### src/rtl/sleep_seq_if.sv
// Signal bundle between the CPU/bus side and the sleep sequencer.
// The master drives the request and wake inputs; the sequencer (slave) drives the gating outputs.
`timescale 1ns/1ps
interface sleep_seq_if #(
    parameter int IRQ_W = 4
);
    logic             wfi_req;
    logic             bus_idle;
    logic [IRQ_W-1:0] irq;
    logic [IRQ_W-1:0] irq_en;
    logic             pll_lock;
    logic             pll_gate;
    logic             core_hold;
    logic             wake;
    logic [31:0]      sleep_cnt;
    logic [2:0]       state;

    modport master (
        output wfi_req, bus_idle, irq, irq_en, pll_lock,
        input  pll_gate, core_hold, wake, sleep_cnt, state
    );

    modport slave (
        input  wfi_req, bus_idle, irq, irq_en, pll_lock,
        output pll_gate, core_hold, wake, sleep_cnt, state
    );
endinterface

### src/rtl/sleep_seq.sv
// WFI sleep sequencer: drains the bus, gates the PLL, and holds the core through relock on wake.
// Optional SLEEP_SEQ_LOCK_EN: leave RELOCK early on synchronised pll_lock (min 16-cycle hold, count is timeout).
`timescale 1ns/1ps
module sleep_seq #(
    parameter int SYNC_STAGES   = 2,
    parameter int DRAIN_CYCLES  = 16,
    parameter int RELOCK_CYCLES = 1024,
    parameter int IRQ_W         = 4
) (
    input  logic        clk_ref,
    input  logic        rst,
    sleep_seq_if.slave  bus
);
    typedef enum logic [2:0] {
        RUN    = 3'd0,
        DRAIN  = 3'd1,
        GATED  = 3'd2,
        RELOCK = 3'd3,
        RESUME = 3'd4
    } state_t;

    localparam int DCNT_W = (DRAIN_CYCLES  > 1) ? $clog2(DRAIN_CYCLES)  : 1;
    localparam int RCNT_W = (RELOCK_CYCLES > 1) ? $clog2(RELOCK_CYCLES) : 1;
    localparam logic [DCNT_W-1:0] DCNT_LAST = DCNT_W'(DRAIN_CYCLES - 1);
    localparam logic [RCNT_W-1:0] RCNT_LAST = RCNT_W'(RELOCK_CYCLES - 1);

    function automatic logic [31:0] sat_inc(input logic [31:0] v);
        return (v == 32'hFFFF_FFFF) ? v : v + 32'd1;
    endfunction

    state_t             state_q, state_d;
    logic [SYNC_STAGES-1:0] wfi_sync;
    logic [IRQ_W-1:0]   irq_sync [SYNC_STAGES];
    logic [DCNT_W-1:0]  dcnt;
    logic [RCNT_W-1:0]  rcnt;
    logic               armed;
    logic               abort;
    logic               relock_done;
    logic               pll_gate_q, core_hold_q, wake_q;
    logic [31:0]        sleep_cnt_q;
    logic               wfi_s, pend;

    always_ff @(posedge clk_ref or posedge rst) begin
        if (rst) begin
            wfi_sync <= '0;
            for (int i = 0; i < SYNC_STAGES; i++) irq_sync[i] <= '0;
        end else begin
            wfi_sync    <= {wfi_sync[SYNC_STAGES-2:0], bus.wfi_req};
            irq_sync[0] <= bus.irq;
            for (int i = 1; i < SYNC_STAGES; i++) irq_sync[i] <= irq_sync[i-1];
        end
    end

    assign wfi_s = wfi_sync[SYNC_STAGES-1];
    assign pend  = |(irq_sync[SYNC_STAGES-1] & bus.irq_en);

`ifdef SLEEP_SEQ_LOCK_EN
    logic [SYNC_STAGES-1:0] lock_sync;

    always_ff @(posedge clk_ref or posedge rst) begin
        if (rst) lock_sync <= '0;
        else     lock_sync <= {lock_sync[SYNC_STAGES-2:0], bus.pll_lock};
    end

    // The counter limit still forces the exit if lock never arrives.
    assign relock_done = (rcnt == RCNT_LAST) ||
                         (lock_sync[SYNC_STAGES-1] && (32'(rcnt) >= 32'd15));
`else
    logic unused_pll_lock;
    assign unused_pll_lock = bus.pll_lock;
    assign relock_done     = (rcnt == RCNT_LAST);
`endif

    always_comb begin
        state_d = state_q;
        abort   = 1'b0;
        case (state_q)
            RUN: begin
                if (wfi_s && armed) begin
                    if (pend) abort   = 1'b1;
                    else      state_d = DRAIN;
                end
            end
            DRAIN: begin
                if (pend)                                   state_d = RESUME;
                else if (bus.bus_idle && dcnt == DCNT_LAST) state_d = GATED;
            end
            GATED:   if (pend) state_d = RELOCK;
            RELOCK:  if (relock_done) state_d = RESUME;
            RESUME:  state_d = RUN;
            default: state_d = RUN;
        endcase
    end

    // Outputs are registered from the next state so they change together with state.
    always_ff @(posedge clk_ref or posedge rst) begin
        if (rst) begin
            state_q     <= RUN;
            armed       <= 1'b1;
            dcnt        <= '0;
            rcnt        <= '0;
            pll_gate_q  <= 1'b0;
            core_hold_q <= 1'b0;
            wake_q      <= 1'b0;
            sleep_cnt_q <= '0;
        end else begin
            state_q <= state_d;

            if (!wfi_s)                                      armed <= 1'b1;
            else if (abort || (state_q == RUN && state_d != RUN)) armed <= 1'b0;

            if (state_q != DRAIN || state_d != DRAIN || !bus.bus_idle) dcnt <= '0;
            else                                                       dcnt <= dcnt + 1'b1;

            if (state_q != RELOCK || state_d != RELOCK) rcnt <= '0;
            else                                        rcnt <= rcnt + 1'b1;

            pll_gate_q  <= (state_d == GATED);
            core_hold_q <= (state_d != RUN);
            wake_q      <= (state_d == RESUME) || abort;

            if (state_q == GATED) sleep_cnt_q <= sat_inc(sleep_cnt_q);
        end
    end

    assign bus.pll_gate  = pll_gate_q;
    assign bus.core_hold = core_hold_q;
    assign bus.wake      = wake_q;
    assign bus.sleep_cnt = sleep_cnt_q;
    assign bus.state     = state_q;
endmodule

### src/flat_wrapper.sv
// flat-port wrapper written by rule: the top's interface ports become plain ports
module sleep_seq_flat 
#(
    parameter int SYNC_STAGES   = 2,
    parameter int DRAIN_CYCLES  = 16,
    parameter int RELOCK_CYCLES = 1024,
    parameter int IRQ_W         = 4
)
  (clk_ref, rst, bus_wfi_req, bus_bus_idle, bus_irq, bus_irq_en, bus_pll_lock, bus_pll_gate, bus_core_hold, bus_wake, bus_sleep_cnt, bus_state);
  sleep_seq_if #(.IRQ_W(IRQ_W)) bus_i ();
  input  logic clk_ref;
  input  logic rst;
  input wire logic [$bits(bus_i.wfi_req)-1:0] bus_wfi_req;
  input wire logic [$bits(bus_i.bus_idle)-1:0] bus_bus_idle;
  input wire logic [$bits(bus_i.irq)-1:0] bus_irq;
  input wire logic [$bits(bus_i.irq_en)-1:0] bus_irq_en;
  input wire logic [$bits(bus_i.pll_lock)-1:0] bus_pll_lock;
  output wire logic [$bits(bus_i.pll_gate)-1:0] bus_pll_gate;
  output wire logic [$bits(bus_i.core_hold)-1:0] bus_core_hold;
  output wire logic [$bits(bus_i.wake)-1:0] bus_wake;
  output wire logic [$bits(bus_i.sleep_cnt)-1:0] bus_sleep_cnt;
  output wire logic [$bits(bus_i.state)-1:0] bus_state;
  assign bus_i.wfi_req = bus_wfi_req;
  assign bus_i.bus_idle = bus_bus_idle;
  assign bus_i.irq = bus_irq;
  assign bus_i.irq_en = bus_irq_en;
  assign bus_i.pll_lock = bus_pll_lock;
  assign bus_pll_gate = bus_i.pll_gate;
  assign bus_core_hold = bus_i.core_hold;
  assign bus_wake = bus_i.wake;
  assign bus_sleep_cnt = bus_i.sleep_cnt;
  assign bus_state = bus_i.state;
  sleep_seq #(.SYNC_STAGES(SYNC_STAGES), .DRAIN_CYCLES(DRAIN_CYCLES), .RELOCK_CYCLES(RELOCK_CYCLES), .IRQ_W(IRQ_W)) u_core (.clk_ref(clk_ref), .rst(rst), .bus(bus_i));
endmodule
### config.mk
export PLATFORM = sky130hd
export DESIGN_NAME = sleep_seq_flat
export DESIGN_NICKNAME = d
export VERILOG_FILES = /design/src/rtl/sleep_seq_if.sv /design/src/rtl/sleep_seq.sv /design/src/flat_wrapper.sv
export SDC_FILE = /design/constraint.sdc
export NUM_CORES = 1
export LEC_CHECK = 0
export CELL_PAD_IN_SITES_DETAIL_PLACEMENT = 1
export CELL_PAD_IN_SITES_GLOBAL_PLACEMENT = 2
export CORE_ASPECT_RATIO = 0.9
export CORE_MARGIN = 8
export CORE_UTILIZATION = 30
export CTS_CLUSTER_SIZE = 40
export DETAILED_ROUTE_END_ITERATION = 10
export PLACE_DENSITY_LB_ADDON = 0.2
export REMOVE_ABC_BUFFERS = 1
export SYNTH_ARGS = -nofsm -noshare
export SYNTH_HDL_FRONTEND = slang
export SYNTH_SLANG_ARGS = --single-unit
### constraint.sdc
create_clock -name clk_ref -period 6 [get_ports clk_ref]
set_clock_uncertainty 0.1 [all_clocks]
set_input_delay 0.6 -clock clk_ref [delete_from_list [all_inputs] [get_ports clk_ref]]
set_output_delay 0.6 -clock clk_ref [all_outputs]
set_load 0.01 [all_outputs]
==> results of run 1 <==
## layout by cell type (no fill, tap or decap), types with 4 or more instances in the layout
| cell type | instances |
|---|---|
| nand3_1 | 12 |
| nor4_1 | 10 |
| clkbuf_8 | 9 |
| nand2_1 | 20 |
| inv_1 | 8 |
| and3_1 | 7 |
| xor2_1 | 23 |
| o21ai_0 | 4 |
| or3_1 | 5 |
| clkdlybuf4s50_1 | 49 |
| xnor2_1 | 15 |
| nor2_1 | 17 |
| dfrtp_1 | 62 |
| nor3_1 | 11 |
| nand4_1 | 12 |
## cell type report
| class | count | share of cell area, % |
|---|---|---|
| Multi-Input combinational cell | 173 | 32.0 |
| Inverter | 9 | 0.918 |
| Tap cell | 122 | 4.15 |
| Clock inverter | 7 | 2.79 |
| Sequential cell | 63 | 42.9 |
| Timing Repair Buffer | 52 | 13.9 |
| Clock buffer | 9 | 3.37 |
## registers in the layout (all words and copies together), names as in the netlist
| register | count |
|---|---|
| u_core.bus.state | 3 |
| u_core.rcnt | 10 |
| u_core.dcnt | 4 |
| u_core.bus.sleep_cnt | 32 |
| u_core.bus.pll_gate | 1 |
| u_core.armed | 1 |
| u_core.wfi_sync | 2 |
| u_core.bus.wake | 1 |
| u_core.irq_sync | 8 |
| u_core.bus.core_hold | 1 |
## routing by layer
metal | vias up | track usage, % | share of wire, %
li1 | 987 | - | -
met1 | 1008 | 14.4 | 50
met2 | 34 | 16.2 | 44
met3 | 5 | 4.53 | 5.2
met4 | 0 | 2.98 | 0.85
met5 | - | 0 | 0
## worst register-to-register path, delay by kind of cell, from the launching register on
family / cells / cell delay [ns]
and+or+nand+nor: 4 / 1.52
DFF: 1 / 0.45
buffers and inverters: 1 / 0.31
muxes: 1 / 0.33
## power by group
group | switching (mW) | total [mW] | internal, mW | leakage, nW
logic | 0.0200 | 0.0369 | 0.0169 | 0.676
registers | 0.00390 | 0.436 | 0.432 | 0.850
clock network | 0.181 | 0.420 | 0.239 | 0.111
## metrics by stage
stage                     worst slack [ns]  std cells
after floorplan                       3.41        245
after global placement                3.19        419
after detailed placement              3.19        419
after CTS                             3.16        435
after global routing                  2.98        435
final                                 3.17        435
## cells by family after synthesis
family | share of synthesized area, %
AND/OR/NAND/NOR | 24.7
buffers and inverters | 2.74
XOR/XNOR | 11.7
adder cells (fa/ha/maj) | 1.33
flip-flops | 55.7
AO/OA/AOI/OAI | 2.43
multiplexers | 1.32
## worst min-delay path by stage
stage / slack [ns] / start / end
after global placement: 0.24 / u_core.irq_sync[4] / u_core.irq_sync[0]
after detailed placement: 0.24 / u_core.irq_sync[7] / u_core.irq_sync[3]
after global routing: 0.26 / u_core.irq_sync[5] / u_core.irq_sync[1]
after floorplan: 0.23 / u_core.irq_sync[4] / u_core.irq_sync[0]
final: 0.25 / u_core.irq_sync[4] / u_core.irq_sync[0]
after CTS: 0.26 / u_core.irq_sync[5] / u_core.irq_sync[1]
==> metrics.cfg, run 1 <==
[outcome]
outcome = finished clean

[setup_path]
worstPathBufferInverterCount = 1
setup.worst_path.end_class = flop
critical_path.startpoint_type = flop
r2r_slack_ns = 3.17
crit_path_top_delay_cell = nor4_4
cp_peak_stage_delay_ns = 0.65
crit_path_start = u_core.bus.sleep_cnt[23]
endpoint_of_the_lowest_slack_register_to_register_path = u_core.bus.sleep_cnt[1]
crit_path_max_delay_family = simple AND/OR/NAND/NOR gates
crit_path_end = u_core.bus.sleep_cnt[1]
critical_path_peak_fanout = 12
reg2regPathDepth = 6
critical_path_cell_count = 6
cp_cell_sequence = nand4_1 > or3_1 > nor4_4 > buf_4 > or2_1 > mux2_1
arrival_ns = 2.95
critical_path.reg2reg.startpoint = u_core.bus.sleep_cnt[23]
worst_ep_required_time_ns = 6.12
timing_worst_setup_path_type = flop to flop

[synth]
yosys_warn_count = 0
netlist_top_cells_count = dfrtp_1 (62), xor2_1 (23), nand2_1 (20)
synthesized_instance_count = 254
yosysTopAreaCellShare_pct = 54.8
synth_seq_area_share_pct = 55.7
synth_enable_flop_cells = 0
yosysUniqueCellTypes = 41
netlist.top_cell.by_area = dfrtp_1
ys_top_cells_by_area = dfrtp_1 (55%), xor2_1 (7.1%), xnor2_1 (4.6%)
syn_area_per_cell_sq_um = 11.2
dominant_register_cell_in_the_synthesized_netlist = dfrtp_1
post-synth-top-count-cell = dfrtp_1
synth-async-reset-ratio_pct = 100
post_synth_instance_area_sq_mm = 0.00283
synth.ff_latch_count = 63

[sta]
tightest_slew_ns = 0.825
rsz0062_at_grt = no
finalSetupViolations = 0
setup_tns_ns = 0
post-route-min-period_ns = 2.83
final_hold_viol_count = 0
timing.fmax_ghz = 0.354
fin_crit_sh_pct = 47.1
relSlewSlack_pct = 45.0
timing_max_transition_violations_final = 0
holdWs_ns = 0.254

[global_routing]
grt_first_pass_wirelength_mm = 11.2
global_route.overflow_total = 0
grt.total_usage_pct = 10.9
grt_max_degree = 64
antenna_found_initial = 0
first_global_vias = 2164

[final_layout]
number_of_diodes = 0
fin_area_sq_mm = 0.00368
layout_fillers = 1024
drive_above_1_share_pct = 9.90
multiInputGateArea_sq_mm = 0.00118
finish.net_count = 324
area.growth.synth_to_final_pct = 29.9
post-route-util_pct = 40.2
seqCellArea_sq_mm = 0.00158

[clock_network]
clkTransAtPathRegs_ns = 0.08
clockRootBuffer = clkbuf_8
clock_tree.htree_level_count = 3
clock_latency_ns = 0.34
clockBufferDepth = 2
tritoncts = built
cts_hold_buffers = 0
ctsResizeCount = 0
cts.sink_count = 63
tritoncts.num_buffers = 9
post-cts-setup-buffers = 0

[floorplan]
rows = 33
die_h_um = 108
coreArea_sq_mm = 0.00917
fp.dieArea_sq_mm = 0.0128
initial_utilization_pct = 30.9
pin_count = 51
horizontal_die_dimension_um = 118

[route]
drt_pre_antenna_iters = 4
avgRoutedWirePerCell_um = 14.8
drtAntennaViolNets = 0
post-route-drc-count = 0
wl_mm = 6.45
first_iter_violations = 41
route.detailed.vias_per_inst = 4.68
via_count = 2034

[power_and_ir_drop]
post-layout-total-power_mw = 0.893
leakagePower_nw = 1.64
worst_ir_drop_on_vdd_mv = 0.125
pwr_density_cell_mw_per_mm2 = 243

[place]
gp_congestion = 0.734
place_area_sq_mm = 0.00345
io_buffer_count = 49
detailedPlacementHpwl_mm = 4.53

[min_path]
timing.hold.worst_path_depth = 0
min-delay-path-class = flop to flop

[flow_run]
max_cap_viol_count = 0

Power figures use the tool's default switching activity.
==> run 2: changes to the inputs <==
- clock period: 6 -> 2.9 ns (I/O delays scaled with it)
==> run 2 against run 1 <==
Utilization shrank 0.12 points. Worst hold slack worse by 0.077 ns. Cell area shrank 0.31%. Highest routed layer unchanged. Flip-flop and latch count unchanged. Wire length up 2.1%. Combinational power grew 120%. Die area is the same. Critical endpoint unchanged. Final cell count is 0.23% higher. Largest power group unchanged. Sequential power up 110%. Global-route usage up 0.11 points. First-iteration DRC count up 51%. Critical path depth decreased by 1.
==> metrics.cfg, run 2 (synthesized netlist as in run 1, its figures left out) <==
[place]
gp_congestion = 0.683  ; -6.9%
detailedPlacementHpwl_mm = 4.75  ; +4.8%
io_buffer_count = 49  ; unchanged

[route]
via_count = 2062  ; +1.4%
drt_pre_antenna_iters = 4  ; unchanged
drtAntennaViolNets = 0  ; unchanged
route.detailed.vias_per_inst = 4.73  ; +1.1%
first_iter_violations = 62  ; +51%
avgRoutedWirePerCell_um = 15.1  ; +1.8%
post-route-drc-count = 0  ; unchanged
wl_mm = 6.58  ; +2.1%

[floorplan]
fp.dieArea_sq_mm = 0.0128  ; unchanged
pin_count = 51  ; unchanged
rows = 33  ; unchanged
die_h_um = 108  ; unchanged
initial_utilization_pct = 30.9  ; unchanged
coreArea_sq_mm = 0.00917  ; unchanged
horizontal_die_dimension_um = 118  ; unchanged

[sta]
timing_max_transition_violations_final = 0  ; unchanged
relSlewSlack_pct = 68.7  ; +24 points
post-route-min-period_ns = 2.29  ; -0.538 ns
fin_crit_sh_pct = 78.9  ; +32 points
rsz0062_at_grt = no
timing.fmax_ghz = 0.437  ; +23%
finalSetupViolations = 0  ; unchanged
final_hold_viol_count = 0  ; unchanged
tightest_slew_ns = 0.470  ; -0.355 ns
setup_tns_ns = 0  ; unchanged

[clock_network]
post-cts-setup-buffers = 0  ; unchanged
tritoncts.num_buffers = 9  ; unchanged
cts_hold_buffers = 0  ; unchanged
clockBufferDepth = 2  ; unchanged
ctsResizeCount = 0  ; unchanged
clock_latency_ns = 0.33  ; about the same
cts.sink_count = 63  ; unchanged
tritoncts = built
clockRootBuffer = clkbuf_8
clkTransAtPathRegs_ns = 0.07  ; about the same
clock_tree.htree_level_count = 3  ; unchanged

[global_routing]
grt.total_usage_pct = 11.0  ; +0.11 points
antenna_found_initial = 0  ; unchanged
grt_first_pass_wirelength_mm = 11.3  ; +0.74%
global_route.overflow_total = 0  ; unchanged
grt_max_degree = 46  ; -28%
first_global_vias = 2199  ; +1.6%

[flow_run]
max_cap_viol_count = 0  ; unchanged

[setup_path]
critical_path.startpoint_type = flop
crit_path_top_delay_cell = or3_1
cp_cell_sequence = nand4_1 > or3_1 > nor4_4 > or2_1 > mux2_1
critical_path_peak_fanout = 7  ; -5
setup.worst_path.end_class = flop
worst_ep_required_time_ns = 3.01  ; -3.11 ns
arrival_ns = 2.40  ; -0.55 ns
cp_peak_stage_delay_ns = 0.56  ; -0.09 ns
timing_worst_setup_path_type = flop to flop

[final_layout]
drive_above_1_share_pct = 9.87  ; -0.032 points
layout.cells.most_common = dfrtp_1
finish.net_count = 325  ; +0.31%
area.growth.synth_to_final_pct = 29.5
largest_register_ffs = 32  ; unchanged
most-common-layout-cells = dfrtp_1 (62), clkdlybuf4s50_1 (49), xor2_1 (23)
number_of_diodes = 0  ; unchanged

[power_and_ir_drop]
post-layout-total-power_mw = 1.72  ; +92%
pwr_density_cell_mw_per_mm2 = 468  ; +93%
worst_ir_drop_on_vdd_mv = 0.234  ; +87%
leakagePower_nw = 1.63  ; -0.13%

[outcome]
outcome = finished clean

[min_path]
min-delay-path-class = input port to async pin

## run 2: cell types whose count changed in the layout (fill, tap and decap cells not counted)
| cell | previous run | this run |
|---|---|---|
| clkinv_2 | 0 | 1 |
| clkinv_4 | 1 | 0 |
| bufinv_16 | 2 | 0 |
| inv_6 | 3 | 0 |
| buf_12 | 0 | 1 |
| clkbuf_8 | 9 | 13 |
| clkbuf_1 | 0 | 1 |
## run 2: stage by stage
step	worst slack, ns	cells	utilization [%]	hold slack [ns]	instance area (sq um)
5_1_grt	0.455	436	40.0	0.190	3670
2_1_floorplan	0.309	245	-	0.221	2790
3_3_place_gp	0.610	420	37.9	0.232	3470
4_1_cts	0.580	436	40.0	0.176	3670
3_5_place_dp	0.612	420	37.9	0.239	3470
6_report	0.611	436	40.0	0.178	3670
## run 2: final timing paths
kind / startpoint / slack (ns) / end / cells past startpoint
max in group asynchronous: rst / 1.87 / u_core.armed / 3
min reg2reg: u_core.irq_sync[6] / 0.25 / u_core.irq_sync[2] / 0
max: u_core.bus.sleep_cnt[23] / 0.61 / u_core.bus.sleep_cnt[1] / 5
min in group clk_ref: u_core.irq_sync[6] / 0.25 / u_core.irq_sync[2] / 0
max reg2reg: u_core.bus.sleep_cnt[23] / 0.61 / u_core.bus.sleep_cnt[1] / 5
min: rst / 0.18 / u_core.bus.sleep_cnt[23] / 2
## run 2: critical path: cells and delay by family (launching register included)
family | cells | cell delay (ns)
simple gates | 4 | 1.31
flops | 1 | 0.44
mux | 1 | 0.34
## run 2: layout make-up
cell class              instances  area (sq um)
clock inverters                 2          12.5
fillers                      1034          5500
clock buffers                  14           183
well taps                     122           153
multi-input cells             173          1180
repair buffers                 53           533
flip-flops and latches         63          1580
inverters                       9          33.8
## run 2: power breakdown
group / total [mW] / internal [mW] / leakage (nW) / switching, mW
logic: 0.0794 / 0.0368 / 0.686 / 0.0426
clock network: 0.733 / 0.403 / 0.0987 / 0.330
registers: 0.904 / 0.895 / 0.850 / 0.00872
total: 1.72 / 1.34 / 1.63 / 0.381
## run 2: layer usage
metal  track usage, %  part of all wire, %  vias up
met5                0                    0        -
li1                 -                    -      996
met3             4.53                  5.5        8
met2             16.3                   45       39
met4             4.06                  1.3        0
met1             14.2                   48     1019
==> run 3: changes to the inputs <==
- clock period: 2.9 -> 2.2 ns (I/O delays scaled with it)
==> run 3 against run 2 <==
Non-clock buffer count rose by 23. Via count rose by 1.9%. Power rose by 35%. Wire length rose by 3.0%. Register-to-register slack got worse by 0.47 ns. Critical path type unchanged. Sequential power rose by 32%. Die area did not move. Clock power rose by 38%. Combinational power rose by 44%. Utilization rose by 2.0 points.
==> metrics.cfg, run 3 (synthesized netlist as in run 1, its figures left out) <==
[route]
wl_mm = 6.77  ; +3.0%
first_iter_violations = 64  ; +3.2%
route.detailed.vias_per_inst = 4.58  ; -3.2%
drtAntennaViolNets = 0  ; unchanged
post-route-drc-count = 0  ; unchanged
avgRoutedWirePerCell_um = 14.8  ; -2.2%
top_layer_used = met4
routedLengthMet1_mm = 3.41  ; +7.0%
via_count = 2101  ; +1.9%
met2_length_mm = 2.98  ; +1.6%
drt_pre_antenna_iters = 4  ; unchanged
met3WireLength_um = 315  ; -14%

[setup_path]
r2r_slack_ns = 0.14  ; -0.47 ns
critical_path_peak_fanout = 3  ; -4
setup.worst_path.end_class = flop
timing_worst_setup_path_type = flop to flop
crit_path_top_delay_cell = or3_1
critical_path.startpoint_type = flop
cp_peak_stage_delay_ns = 0.47  ; -0.09 ns
arrival_ns = 2.19  ; -0.21 ns
worst_ep_required_time_ns = 2.33  ; -0.68 ns
cp_cell_sequence = nand4_1 > or3_1 > nor4_4 > or2_1 > mux2_1

[sta]
finalSetupViolations = 0  ; unchanged
rsz0062_at_grt = no
final_hold_viol_count = 0  ; unchanged
relSlewSlack_pct = 73.6  ; +4.9 points
timing.fmax_ghz = 0.486  ; +11%
fin_ws_ns = 0.144  ; -0.467 ns
post-route-min-period_ns = 2.06  ; -0.233 ns
timing_max_transition_violations_final = 0  ; unchanged
tightest_slew_ns = 0.396  ; -0.0735 ns
fin_crit_sh_pct = 93.5  ; +15 points

[floorplan]
initial_utilization_pct = 30.9  ; unchanged
fp.dieArea_sq_mm = 0.0128  ; unchanged
die_h_um = 108  ; unchanged
pin_count = 51  ; unchanged
coreArea_sq_mm = 0.00917  ; unchanged
rows = 33  ; unchanged
horizontal_die_dimension_um = 118  ; unchanged

[clock_network]
clkTransAtPathRegs_ns = 0.08  ; about the same
tritoncts = built
post-cts-setup-buffers = 0  ; unchanged
clockRootBuffer = clkbuf_8
clockBufferDepth = 2  ; unchanged
tritoncts.num_buffers = 9  ; unchanged
clock_tree.htree_level_count = 3  ; unchanged
cts.sink_count = 63  ; unchanged
clock_latency_ns = 0.34  ; about the same

[global_routing]
antenna_found_initial = 0  ; unchanged
global_route.overflow_total = 0  ; unchanged
first_global_vias = 2298  ; +4.5%
grt.total_usage_pct = 11.5  ; +0.47 points
grt_first_pass_wirelength_mm = 11.8  ; +4.2%
grt_max_degree = 64  ; +39%

[final_layout]
layout_fillers = 1034  ; unchanged
seqCellArea_sq_mm = 0.00158  ; unchanged
drive_above_1_share_pct = 16.9  ; +7.0 points
multiInputGateArea_sq_mm = 0.00118  ; +0.64%
area.growth.synth_to_final_pct = 36.0
number_of_diodes = 0  ; unchanged
finish.net_count = 348  ; +7.1%
post-route-util_pct = 42.0  ; +2.0 points
most-common-layout-cells = dfrtp_1 (62), clkdlybuf4s50_1 (49), buf_4 (26)
layout.cells.most_common = dfrtp_1
largest_register_ffs = 32  ; unchanged

[power_and_ir_drop]
leakagePower_nw = 1.74  ; +6.6%
worst_ir_drop_on_vdd_mv = 0.244  ; +4.1%
pwr_density_cell_mw_per_mm2 = 600  ; +28%

[place]
gp_congestion = 0.695  ; +1.7%
post-place-ws_ns = 0.0591  ; -0.552 ns
io_buffer_count = 49  ; unchanged
detailedPlacementHpwl_mm = 4.87  ; +2.5%

[flow_run]
max_cap_viol_count = 0  ; unchanged

[outcome]
outcome = finished clean

[min_path]
min-delay-path-class = input port to async pin

## run 3: cell count changes in the layout (fill, tap and decap cells not counted), sizes merged
cell	before	now
clkinvlp	1	4
clkinv	1	2
bufinv	0	1
clkbuf	14	9
buf	4	27
## run 3: metal layers
| layer | track usage (%) | up-vias |
|---|---|---|
| li1 | - | 1040 |
| met1 | 15.2 | 1020 |
| met2 | 17.1 | 35 |
| met3 | 4.38 | 6 |
| met4 | 3.25 | 0 |
| met5 | 0 | - |
## run 3: layout make-up
type,count,share of cell area (%)
clock buffer,9,3.22
clock inverter,7,1.92
inverter,9,0.877
multi-input combinational,173,30.8
sequential,63,41.0
tap,122,3.96
timing repair buffer,76,18.3
## run 3: timing repair
item / 4_1_cts / 5_1_grt
setup endpoints to repair: 0 / 5
resized for setup: 0 / 3
hold buffers: 0 / 0
## run 3: path summary, 6_finish.rpt
| check | from | to | depth (start not counted) |
|---|---|---|---|
| setup / recovery | u_core.bus.sleep_cnt[26] | u_core.bus.sleep_cnt[1] | 5 |
| hold / removal | rst | u_core.bus.sleep_cnt[11] | 3 |
| setup reg to reg | u_core.bus.sleep_cnt[26] | u_core.bus.sleep_cnt[1] | 5 |
| hold reg to reg | u_core.irq_sync[4] | u_core.irq_sync[0] | 0 |
| max in group asynchronous | rst | u_core.armed | 3 |
| min in group clk_ref | bus_irq[2] | u_core.irq_sync[6] | 1 |
## run 3: through the flow
step / setup TNS [ns] / std cells / total power [mW] / area [sq um] / hold slack, ns
final: 0 / 459 / 2.31 / 3850 / 0.168
after CTS: 0 / 459 / 2.36 / 3840 / 0.166
after detailed placement: 0 / 443 / 1.33 / 3650 / 0.238
after global routing: 0 / 459 / 2.41 / 3850 / 0.185
after global placement: 0 / 443 / 1.32 / 3650 / 0.233
after floorplan: -3.62 / 245 / 1.26 / 2790 / 0.151
## run 3: power by group
part	switching [mW]	total (mW)	leakage [nW]	internal [mW]
Clock	0.490	1.01	0.0875	0.522
Sequential	0.00750	1.19	0.850	1.18
Combinational	0.0603	0.114	0.805	0.0532
## run 3: critical path, delay by kind of cell (launching register included)
family,cells,cell delay (ns)
DFF,1,0.35
muxes,1,0.32
and+or+nand+nor,4,1.18
==> RTL edit (settings of run 2) <==
`RELOCK_CYCLES` is set to 1024 in 2 places; all go to 256.
--- a/src/rtl/sleep_seq.sv
+++ b/src/rtl/sleep_seq.sv
@@ -6,3 +6,3 @@
     parameter int DRAIN_CYCLES  = 16,
-    parameter int RELOCK_CYCLES = 1024,
+    parameter int RELOCK_CYCLES = 256,
     parameter int IRQ_W         = 4
--- a/src/flat_wrapper.sv
+++ b/src/flat_wrapper.sv
@@ -5,3 +5,3 @@
     parameter int DRAIN_CYCLES  = 16,
-    parameter int RELOCK_CYCLES = 1024,
+    parameter int RELOCK_CYCLES = 256,
     parameter int IRQ_W         = 4
Behaviour: no difference found for any inputs over 10 cycles, from zero or initial values and one cycle with rst high; that may be too few to reach the edited logic, so the function may still have changed.
==> RTL edit against run 2 <==
Sequential cell count decreased by 2. Combinational power decreased by 45%. Power grew 2.6%. Fmax shrank 4.3%. Final cell count rose by 0.69%. Final area decreased by 1.5%. Non-clock buffer count stayed put. Critical path depth unchanged. Wire length is 0.62% lower. Sequential power shrank 4.9%. Area after synthesis fell by 4.1%. Setup slack worse by 0.10 ns.
==> RTL edit: results (changes against run 2) <==
metric	value	unit	change
outcome	finished clean		unchanged
worstRegToRegCells	5		unchanged
clockBufferDepth	2		unchanged
cts-root-buf	clkbuf_8		unchanged
yosysWarningCount	0		unchanged
largest_register_ffs	32		unchanged
vias_per_cell	4.542		was 4.729
yosysSeqAreaShare	0.5624		was 0.5570
min_path_type	in2async		unchanged
final_nets	328		was 325
async_flop_share	1.000		unchanged
cts_buffers	9		unchanged
tightestPinTransition	0.5688	ns	was 0.4696 ns
hold_slack	0.2272	ns	was 0.1777 ns
path_clk_slew	0.07	ns	about the same
synth_area_leaders	dfrtp_1 (55%), xor2_1 (6.8%), xnor2_1 (4.8%), nor2_1 (4.3%), nand2_1 (2.9%)		was dfrtp_1 (55%), xor2_1 (7.1%), xnor2_1 (4.6%), nand2_1 (2.7%), nand4_1 (2.7%)
grt_pass1_wl	11160	um	was 11,320 um
r2r_slack	0.51	ns	was 0.61 ns
h-tree-depth	3		unchanged
placed_area	0.003390	mm^2	was 0.003475 mm^2
post_drt_wl_per_cell	14.89	um	was 15.09 um
peakVddDrop	195.9	uV	was 234.2 uV
timing.rr.start	u_core.bus.sleep_cnt[0]		was u_core.bus.sleep_cnt[23]
power_leakage	1.589	nW	was 1.635 nW
globalRouteTotalUtil	0.1162		was 0.1100
dpl_worst_slack	0.4656	ns	was 0.6116 ns
first_iter_violations	46		was 62
grt_max_degree	37		was 46
dpl.hpwl	4771	um	was 4750 um
synth_flop_cell	dfrtp_1		unchanged
ctsResizeCount	0		unchanged
ys_types	45		was 41
critPathMaxStageDelay	0.58	ns	was 0.56 ns
io_buffers	49		unchanged
startpoint_type	register		unchanged
timing.rr.end	u_core.bus.sleep_cnt[1]		unchanged
cp_max_fo	7		unchanged
grt_pass1_vias	2166		was 2,199
clk-insertion-delay-late	0.33	ns	about the same
dr.pass1.iters	4		unchanged
cpMaxStageDelayCell	or4_4		was or3_1
arrival	2.52	ns	was 2.40 ns
post_cts_buffers	0		unchanged
synth_commonest_cells	dfrtp_1 (60), nor2_1 (31), nand2_1 (21), xor2_1 (21)		was dfrtp_1 (62), xor2_1 (23), nand2_1 (20)
antenna_found_initial	0		unchanged
antenna-diode-count	0		unchanged
drive_gt1_frac	0.1104		was 0.09873
place.gp.congestion	0.7156		was 0.6830
RTL edit: cell count changes after synthesis, moves of 3 or more:
cell and change:
nor2_1 +14, nor4_1 -6, clkbuf_1 -5, nor3_1 +4
and3_1 -3, and4_1 -3, or3_1 -3
RTL edit: worst max-delay path by stage:
stage | to | slack (ns)
global route | u_core.bus.sleep_cnt[1] | 0.37
global placement | u_core.bus.sleep_cnt[1] | 0.50
finish | u_core.bus.sleep_cnt[1] | 0.51
detailed placement | u_core.bus.sleep_cnt[1] | 0.47
floorplan | u_core.bus.sleep_cnt[1] | 0.64
CTS | u_core.bus.sleep_cnt[1] | 0.47
RTL edit: cell type report:
cell class                 instances  area (um^2)
timing repair buffer              53        533.0
inverter                          11        41.29
fill                             997         5345
clock buffer                      12        155.1
tap                              122        152.6
multi-input combinational        176         1135
sequential                        61         1528
clock inverter                     4        70.07
RTL edit: cell families after synthesis:
logic type      after synthesis  share of synthesized area
compound gates               17                    0.05344
mux                           2                   0.009671
fa+ha+maj                     3                    0.01382
buf+inv                      13                    0.01981
simple gates                118                     0.2248
xor+xnor                     36                     0.1161
flops                        61                     0.5624
RTL edit: power by group:
part | leakage, nW | internal [mW] | total [mW] | switching (mW)
Sequential | 0.796 | 0.858 | 0.860 | 0.00212
Combinational | 0.677 | 0.0196 | 0.0437 | 0.0241
Clock | 0.116 | 0.529 | 0.857 | 0.328
RTL edit: stage by stage:
| step | util | total power [mW] | std cells |
|---|---|---|---|
| final | 0.4034 | 1.760 | 439 |
| after global routing | 0.4034 | 1.840 | 439 |
| after CTS | 0.4034 | 1.798 | 439 |
| after detailed placement | 0.3783 | 0.9220 | 423 |
| after floorplan | - | 0.8931 | 248 |
| after global placement | 0.3783 | 0.9217 | 423 |
RTL edit: per-layer routing:
layer  vias up  wire length [um]  share of wire  global-route usage
met5         -                 0              0                   0
li1        984                 -              -                   -
met1       974              3025           0.46              0.1441
met4         0                61         0.0093             0.03238
met2        29              3075           0.47              0.1802
met3         7               375          0.057             0.04986
RTL edit: worst max-delay path: cells and delay by family, from the launching register on:
family	cells	cell delay [ns]
mux	1	0.34
flops	1	0.43
simple gates	1	0.58
compound gates	1	0.56
buf+inv	1	0.08
fa+ha+maj	1	0.20
